$ cat src/rtl/mem_arb_pkg.sv
// Shared types and constants for the instruction/data memory port arbiter.
package mem_arb_pkg;

  // Byte address to word index: drop the two byte-offset bits.
  localparam int WORD_SHIFT = 2;

  // Widths of the latched request fields (match the default port widths).
  localparam int REQ_ADDR_W = 32;
  localparam int REQ_DATA_W = 32;

  typedef enum logic [1:0] {
    IDLE,
    ISSUE,
    RESP
  } arb_state_e;

  typedef enum logic {
    PORT_I,
    PORT_D
  } port_e;

  // One in-flight memory access.
  typedef struct packed {
    port_e                 owner;
    logic                  we;
    logic [REQ_ADDR_W-1:0] addr;
    logic [REQ_DATA_W-1:0] wdata;
  } req_t;

endpackage

$ cat src/rtl/mem_arb_grant.sv
// Grant select between the fetch (I) and load/store (D) ports.
// Default build: fixed D-over-I priority, purely combinational.
// With MEM_ARB_RR_EN defined: round-robin on simultaneous requests, using a
// one-bit pointer that names the port to favour next.
module mem_arb_grant
  import mem_arb_pkg::*;
(
`ifdef MEM_ARB_RR_EN
  input  logic  clk,
  input  logic  rst,
  input  logic  accept_i,
`endif
  input  logic  i_valid_i,
  input  logic  d_valid_i,
  output port_e grant_o
);

`ifdef MEM_ARB_RR_EN
  port_e ptr_q;

  // Favour the pointed-to port on a tie; otherwise grant whoever is asking.
  always_comb begin
    // NOTE: every always_comb output gets a default first so no latch is inferred.
    grant_o = PORT_I;
    if (i_valid_i && d_valid_i) grant_o = ptr_q;
    else if (d_valid_i)         grant_o = PORT_D;
  end

  // Point at the port that was not just served; move only on acceptance.
  always_ff @(posedge clk) begin
    // NOTE: reset is synchronous here, so it lives inside the clocked branch.
    if (rst)           ptr_q <= PORT_D;
    else if (accept_i) ptr_q <= (grant_o == PORT_D) ? PORT_I : PORT_D;
  end
`else
  // Fixed priority: D wins whenever it is valid.
  always_comb begin
    grant_o = d_valid_i ? PORT_D : PORT_I;
  end
`endif

endmodule

$ cat src/rtl/mem_port_arbiter.sv
// Shares one single-port word memory between instruction fetch and
// load/store. One request at a time: accept (IDLE) -> strobe (ISSUE) ->
// respond (RESP). Optional round-robin arbitration via MEM_ARB_RR_EN.
module mem_port_arbiter
  import mem_arb_pkg::*;
#(
  parameter int ADDR_W = 32,
  parameter int DATA_W = 32
) (
  input  logic              clk,
  input  logic              rst,
  input  logic              i_req_valid,
  output logic              i_req_ready,
  input  logic [ADDR_W-1:0] i_req_addr,
  output logic              i_resp_valid,
  output logic [DATA_W-1:0] i_resp_rdata,
  input  logic              d_req_valid,
  output logic              d_req_ready,
  input  logic              d_req_we,
  input  logic [ADDR_W-1:0] d_req_addr,
  input  logic [DATA_W-1:0] d_req_wdata,
  output logic              d_resp_valid,
  output logic [DATA_W-1:0] d_resp_rdata,
  output logic [31:0]       mem_addr,
  output logic [DATA_W-1:0] mem_wdata,
  output logic              mem_read,
  output logic              mem_write,
  input  logic [DATA_W-1:0] mem_rdata
);

  arb_state_e state_q;
  req_t       req_q, req_d;
  port_e      grant;
  logic       accept;
  logic       i_resp_valid_q, d_resp_valid_q;

  // Reset blocks acceptance; only the granted, valid port is told ready.
  assign accept      = !rst && (state_q == IDLE) &&
                       ((grant == PORT_D) ? d_req_valid : i_req_valid);
  assign i_req_ready = accept && (grant == PORT_I);
  assign d_req_ready = accept && (grant == PORT_D);

  mem_arb_grant u_grant (
`ifdef MEM_ARB_RR_EN
    .clk      (clk),
    .rst      (rst),
    .accept_i (accept),
`endif
    .i_valid_i(i_req_valid),
    .d_valid_i(d_req_valid),
    .grant_o  (grant)
  );

  // Build the request record for whichever port holds the grant.
  always_comb begin
    req_d       = '0;
    req_d.owner = grant;
    if (grant == PORT_D) begin
      req_d.we    = d_req_we;
      req_d.addr  = REQ_ADDR_W'(d_req_addr);
      req_d.wdata = REQ_DATA_W'(d_req_wdata);
    end else begin
      req_d.addr  = REQ_ADDR_W'(i_req_addr);
    end
  end

  // Sequencer: state, latched request and registered response strobes.
  always_ff @(posedge clk) begin
    if (rst) begin
      state_q        <= IDLE;
      req_q          <= '0;
      i_resp_valid_q <= 1'b0;
      d_resp_valid_q <= 1'b0;
    end else begin
      // NOTE: sequential state uses non-blocking assignments only.
      i_resp_valid_q <= 1'b0;
      d_resp_valid_q <= 1'b0;
      case (state_q)
        IDLE: if (accept) begin
          req_q   <= req_d;
          state_q <= ISSUE;
        end
        ISSUE: begin
          i_resp_valid_q <= (req_q.owner == PORT_I);
          d_resp_valid_q <= (req_q.owner == PORT_D);
          state_q        <= RESP;
        end
        RESP:    state_q <= IDLE;
        default: state_q <= IDLE;
      endcase
    end
  end

  // Memory strobes and bus are driven only during ISSUE, zero otherwise.
  always_comb begin
    mem_read  = 1'b0;
    mem_write = 1'b0;
    mem_addr  = '0;
    mem_wdata = '0;
    if (state_q == ISSUE) begin
      mem_read  = !req_q.we;
      mem_write = req_q.we;
      mem_addr  = 32'(req_q.addr >> WORD_SHIFT);
      mem_wdata = DATA_W'(req_q.wdata);
    end
  end

  // Responses: a reset in RESP suppresses the response; read data is
  // forwarded only on a load response, never on an idle cycle or store ack.
  always_comb begin
    i_resp_valid = i_resp_valid_q && !rst;
    d_resp_valid = d_resp_valid_q && !rst;
    i_resp_rdata = '0;
    d_resp_rdata = '0;
    if (i_resp_valid && !req_q.we) i_resp_rdata = mem_rdata;
    if (d_resp_valid && !req_q.we) d_resp_rdata = mem_rdata;
  end

endmodule

$ cat config.mk
export PLATFORM = sky130hd
export DESIGN_NAME = mem_port_arbiter
export DESIGN_NICKNAME = d
export VERILOG_FILES = /design/src/rtl/mem_arb_pkg.sv /design/src/rtl/mem_arb_grant.sv /design/src/rtl/mem_port_arbiter.sv
export SDC_FILE = /design/constraint.sdc
export NUM_CORES = 1
export LEC_CHECK = 0
export ABC_AREA = 1
export BUFFER_PORTS_ARGS = -buffer_cell sky130_fd_sc_hd__buf_2
export CORE_AREA = 2 2 104 106
export DETAILED_ROUTE_END_ITERATION = 12
export DIE_AREA = 0 0 106 108
export PLACE_DENSITY = 0.75
export SLEW_MARGIN = 25
export SYNTH_ARGS = -nofsm -noshare
export SYNTH_HDL_FRONTEND = slang
export SYNTH_SLANG_ARGS = --single-unit
$ cat constraint.sdc
create_clock -name clk -period 2.75 [get_ports clk]
set_input_delay 0.1375 -clock clk [delete_from_list [all_inputs] [get_ports clk]]
set_output_delay 0.1375 -clock clk [all_outputs]
set_load 0.02 [all_outputs]
==> flow_metrics.py, run 1 <==
metrics = {
    "worst_setup_path": {
        "arrival_ps": 1910,
        "crit_type": "reg -> out",
        "crit_fanout": 25,
        "critPathLaunchType": "flip-flop",
        "critPathLaunch": "state_q[1]",
        "rr_startpoint": "state_q[1]",
        "worstPathRequired_ps": 2610,
        "end_kind": "output port",
        "reg2reg_slack_ps": 1070,
    },
    "layout": {
        "final_cell_mix": "260 x buf_2, 220 x nand2_1, 191 x nor2_1",
        "final_common_cell": "buf_2",
        "area_growth_pct": 38.8,
        "final_cell_area_mm2": 0.00567,
        "drive_above_1_share": 0.300,
        "nets": 1110,
        "finalNonFillerCells": 1120,
    },
    "job": {
        "drv_cap": 0,
    },
    "pwr": {
        "p_leak_nw": 3.56,
        "powerDensity_mw_per_mm2": 450,
        "max-vdd-ir-drop_mv": 0.227,
    },
    "sta": {
        "tns_ps": 0,
        "fin_worst_skew_ps": 8.48,
        "setup_slack_ps": 704,
        "slew_viol_final": 0,
        "setup_viol": 0,
        "hold_viol_final": 0,
        "period_minus_slack_ps": 2050,
        "maxSlewHeadroom": 0.589,
        "worst_pin_slew_ps": 616,
        "post-route-period-util": 0.744,
        "hold-worst-slack_ps": 110,
        "rsz0062_at_grt": "no",
        "fmax_ghz": 0.489,
    },
    "global_route": {
        "grt-ovfl-total": 0,
        "antenna_found_initial": 3,
        "grt_max_degree": 65,
        "grt_pass1_wl_um": 19700,
        "grtUsageTotal": 0.215,
        "grt_pass1_vias": 4111,
    },
    "yosys": {
        "netlist_instances": 743,
        "synth_area_leaders": "dfxtp_1 33%, nand2_1 20%, nor2_1 18%, inv_1 12%, nand4_1 5.2%",
        "netlist_area_mm2": 0.00409,
        "synth_cell_types": 17,
        "ys_ff_latch": 68,
        "seq_area_frac_synth": 0.333,
        "synthesis.yosys.warnings": 0,
        "syn_avg_cell_area_um2": 5.50,
        "yosys.area.top_type_share": 0.333,
        "synth_top_area_cell": "dfxtp_1",
    },
    "floorplan": {
        "chipHeight_um": 108,
        "dieArea_mm2": 0.0114,
        "pin_count": 267,
        "initial_utilization": 0.400,
        "row_count": 37,
        "die_w_um": 106,
        "core_mm2": 0.0102,
    },
    "place": {
        "dpl.hpwl_um": 9870,
        "dp.cells": 1102,
        "port_buffers": 260,
        "place_area_mm2": 0.00545,
        "pre_cts_slack_ps": 1080,
        "routabilityCongestion": 0.809,
    },
    "route": {
        "drtIter0Drc": 270,
        "wl_per_cell_um": 11.7,
        "drt_wl_total_um": 13100,
        "first_pass_iters": 4,
        "via_per_inst": 4.43,
        "drc": 0,
        "detail-route-antenna-nets": 0,
        "vias": 4957,
    },
    "clocking": {
        "clkSlewWorstSetupHoldPaths_ps": 80,
        "clock_tree.buffer_depth": 2,
        "numCtsBuffers": 9,
        "post_cts_buffers": 0,
        "h-tree-depth": 3,
        "root_buffer": "clkbuf_8",
        "holdBufCountCts": 0,
        "post_cts_resized": 0,
        "clock_sinks": 68,
        "clk_latency_ps": 330,
        "cts_tree": "yes",
    },
    "status": {
        "status": "complete, no violations",
    },
    "worst_hold_path": {
        "min_from": "i_req_addr[5]",
        "hp-class": "in -> reg",
    },
}
-- routing by layer --
layer	vias up	share of wire	global-route usage
met1	2146	0.39	0.237
met2	167	0.51	0.392
li1	2623	-	-
met5	-	0.00091	0
met3	19	0.073	0.0621
met4	2	0.024	0.0846
-- worst paths after layout --
path,cells past startpoint,to
setup / recovery,7,d_req_ready
hold / removal,5,req_q[37]
setup reg to reg,6,req_q[6]
hold reg to reg,1,i_resp_valid_q
-- per-stage QoR --
| stage | utilization | total power, mW |
|---|---|---|
| 6_report | 0.554 | 2.55 |
| 5_1_grt | 0.554 | 2.70 |
| 4_1_cts | 0.554 | 2.58 |
| 3_5_place_dp | 0.532 | 1.65 |
| 3_3_place_gp | 0.532 | 1.65 |
| 2_1_floorplan | - | 1.46 |
-- power breakdown --
group	internal (mW)	leakage [nW]	switching, mW
registers	1.05	0.557	0.0209
clock network	0.515	0.110	0.408
logic	0.202	2.89	0.360
total	1.76	3.56	0.789
-- kinds of logic after synthesis --
group                  Yosys count  share of synthesized area
AOI/OAI and AO/OA               34                     0.0416
buffers and inverters          189                      0.185
DFF                             68                      0.333
other                            1                   0.000917
and+or+nand+nor                451                      0.440
-- final cells by class --
class,instances,area [µm²]
fill,1140,4560
multi-input combinational,487,1980
timing repair buffer,273,1410
sequential,68,1360
inverter,138,518
tap,136,170
clock buffer,9,124
clock inverter,7,98.8
antenna,2,5.00
-- worst max-delay path: stages, from the launching register on --
cell	delay (ps)
dfxtp_1	310
inv_2	160
buf_4	330
nand3_4	270
inv_1	160
nand2_1	90
inv_1	90
buf_2	160
-- registers in the layout, summed over array words and instances (netlist names) --
name and cells:
state_q 2, d_resp_valid_q 1, req_q 64, i_resp_valid_q 1
-- cells in the mapped netlist --
library cell	count
a21oi_1	34
buf_1	1
buf_2	19
buf_4	4
buf_6	1
clkbuf_1	26
conb_1	1
dfxtp_1	68
inv_1	136
inv_2	2
nand2_1	221
nand2_2	1
nand3_2	1
nand4_1	34
nor2_1	191
nor2_4	1
nor3_1	2
Power figures use the tool's default switching activity.
==> run 2: changes to the inputs <==
- clock period: 2.75 -> 2.1 ns (I/O delays scaled with it)
==> flow_metrics.py, run 2 (same netlist as run 1, synthesis figures left out) <==
metrics = {
    "global_route": {
        "grt_use_met2": 0.405,
        "grtUsageTotal": 0.219,
        "grt_max_degree": 65,
        "grt_pass1_vias": 4140,
        "grt_use_met1": 0.247,
        "grt_pass1_wl_um": 20100,
        "antenna_found_initial": 3,
        "grtUsageMet3": 0.0657,
        "grt.busiest_layer": "met2",
        "grt-ovfl-total": 0,
    },
    "layout": {
        "nets": 1109,
        "final_cell_area_mm2": 0.00569,
        "finalNonFillerCells": 1119,
        "final_cell_mix": "260 x buf_2, 220 x nand2_1, 191 x nor2_1",
        "largestRegisters": "req_q x64, state_q x2",
        "drive_above_1_share": 0.300,
        "final_common_cell": "buf_2",
        "area_growth_pct": 39.2,
        "largest_register_ffs": 64,
        "fill_cells": 1166,
        "regMostFlops": "req_q",
    },
    "place": {
        "dp.cells": 1101,
        "port_buffers": 260,
        "pre_cts_slack_ps": 467,
        "place_area_mm2": 0.00546,
        "dpl.hpwl_um": 9990,
        "routabilityCongestion": 0.857,
    },
    "clocking": {
        "cts_tree": "yes",
        "post_cts_resized": 0,
        "clock_tree.buffer_depth": 2,
        "clock_sinks": 68,
        "clkSlewWorstSetupHoldPaths_ps": 80,
        "clk_latency_ps": 330,
        "post_cts_buffers": 0,
        "numCtsBuffers": 9,
        "holdBufCountCts": 0,
        "h-tree-depth": 3,
        "root_buffer": "clkbuf_8",
    },
    "worst_setup_path": {
        "cp_cell_sequence": "clkinv_2 -> nand2_2 -> buf_12 -> nor2_1 -> buf_2",
        "crit_slowest_cell": "nand2_2",
        "path_buf_inv": 3,
        "crit_type": "reg -> out",
        "end_kind": "output port",
        "crit_family": "buffers and inverters",
        "max_stage_delay_ps": 430,
        "crit_fanout": 24,
        "arrival_ps": 1810,
        "critPathLaunchType": "flip-flop",
        "worstPathRequired_ps": 2000,
    },
    "sta": {
        "slew_viol_final": 0,
        "tns_ps": 0,
        "maxSlewHeadroom": 0.335,
        "worst_pin_slew_ps": 997,
        "fin_worst_skew_ps": 12.1,
        "rsz0062_at_grt": "no",
        "hold_viol_final": 0,
        "hold-worst-slack_ps": 82.6,
        "setup_slack_ps": 188,
        "fmax_ghz": 0.523,
        "post-route-period-util": 0.910,
        "period_minus_slack_ps": 1910,
        "setup_viol": 0,
    },
    "floorplan": {
        "core_mm2": 0.0102,
        "pin_count": 267,
        "chipHeight_um": 108,
        "die_w_um": 106,
        "initial_utilization": 0.400,
        "dieArea_mm2": 0.0114,
        "row_count": 37,
    },
    "job": {
        "drv_cap": 0,
    },
    "route": {
        "drc": 0,
        "drt_wl_total_um": 13300,
        "first_pass_iters": 4,
        "vias": 4943,
        "detail-route-antenna-nets": 0,
        "via_per_inst": 4.42,
        "wl_per_cell_um": 11.9,
        "drtIter0Drc": 283,
    },
    "pwr": {
        "powerDensity_mw_per_mm2": 591,
        "max-vdd-ir-drop_mv": 0.298,
        "p_leak_nw": 3.56,
    },
    "status": {
        "status": "complete, no violations",
    },
    "worst_hold_path": {
        "hp-class": "in -> reg",
    },
}
[run 2: report_power, final]
part	internal, mW	switching (mW)
Clock	0.675	0.540
Combinational	0.272	0.475
Sequential	1.37	0.0287
Total	2.32	1.04
[run 2: path summary, 6_finish.rpt]
path | startpoint | to | slack (ps) | depth (start not counted)
setup / recovery | state_q[1] | mem_addr[8] | 190 | 5
hold reg to reg | req_q[65] | i_resp_valid_q | 420 | 1
setup reg to reg | state_q[1] | req_q[57] | 480 | 6
hold / removal | i_req_addr[3] | req_q[35] | 80 | 5
[run 2: layout make-up]
class,instances,area [µm²],share of cell area
multi-input cells,487,1980,0.349
well taps,136,170,0.0299
diodes,2,5.00,0.000879
clock buffers,9,124,0.0218
repair buffers,272,1430,0.251
flip-flops and latches,68,1360,0.239
inverters,138,519,0.0912
clock inverters,7,98.8,0.0174
[run 2: per-layer routing]
layer,vias up,part of all wire
met3,6,0.074
met2,160,0.53
met5,-,0.00098
li1,2620,-
met1,2155,0.39
met4,2,0.0086
[run 2: tightest hold or removal path: cells and delay by family]
family | cells | cell delay (ps)
simple gates | 4 | 210
buf+inv | 1 | 70
[run 2: metrics by stage]
| step | power, mW | util |
|---|---|---|
| after floorplan | 1.91 | - |
| after global placement | 2.17 | 0.534 |
| after detailed placement | 2.18 | 0.534 |
| after CTS | 3.39 | 0.556 |
| after global routing | 3.56 | 0.556 |
| final | 3.36 | 0.556 |
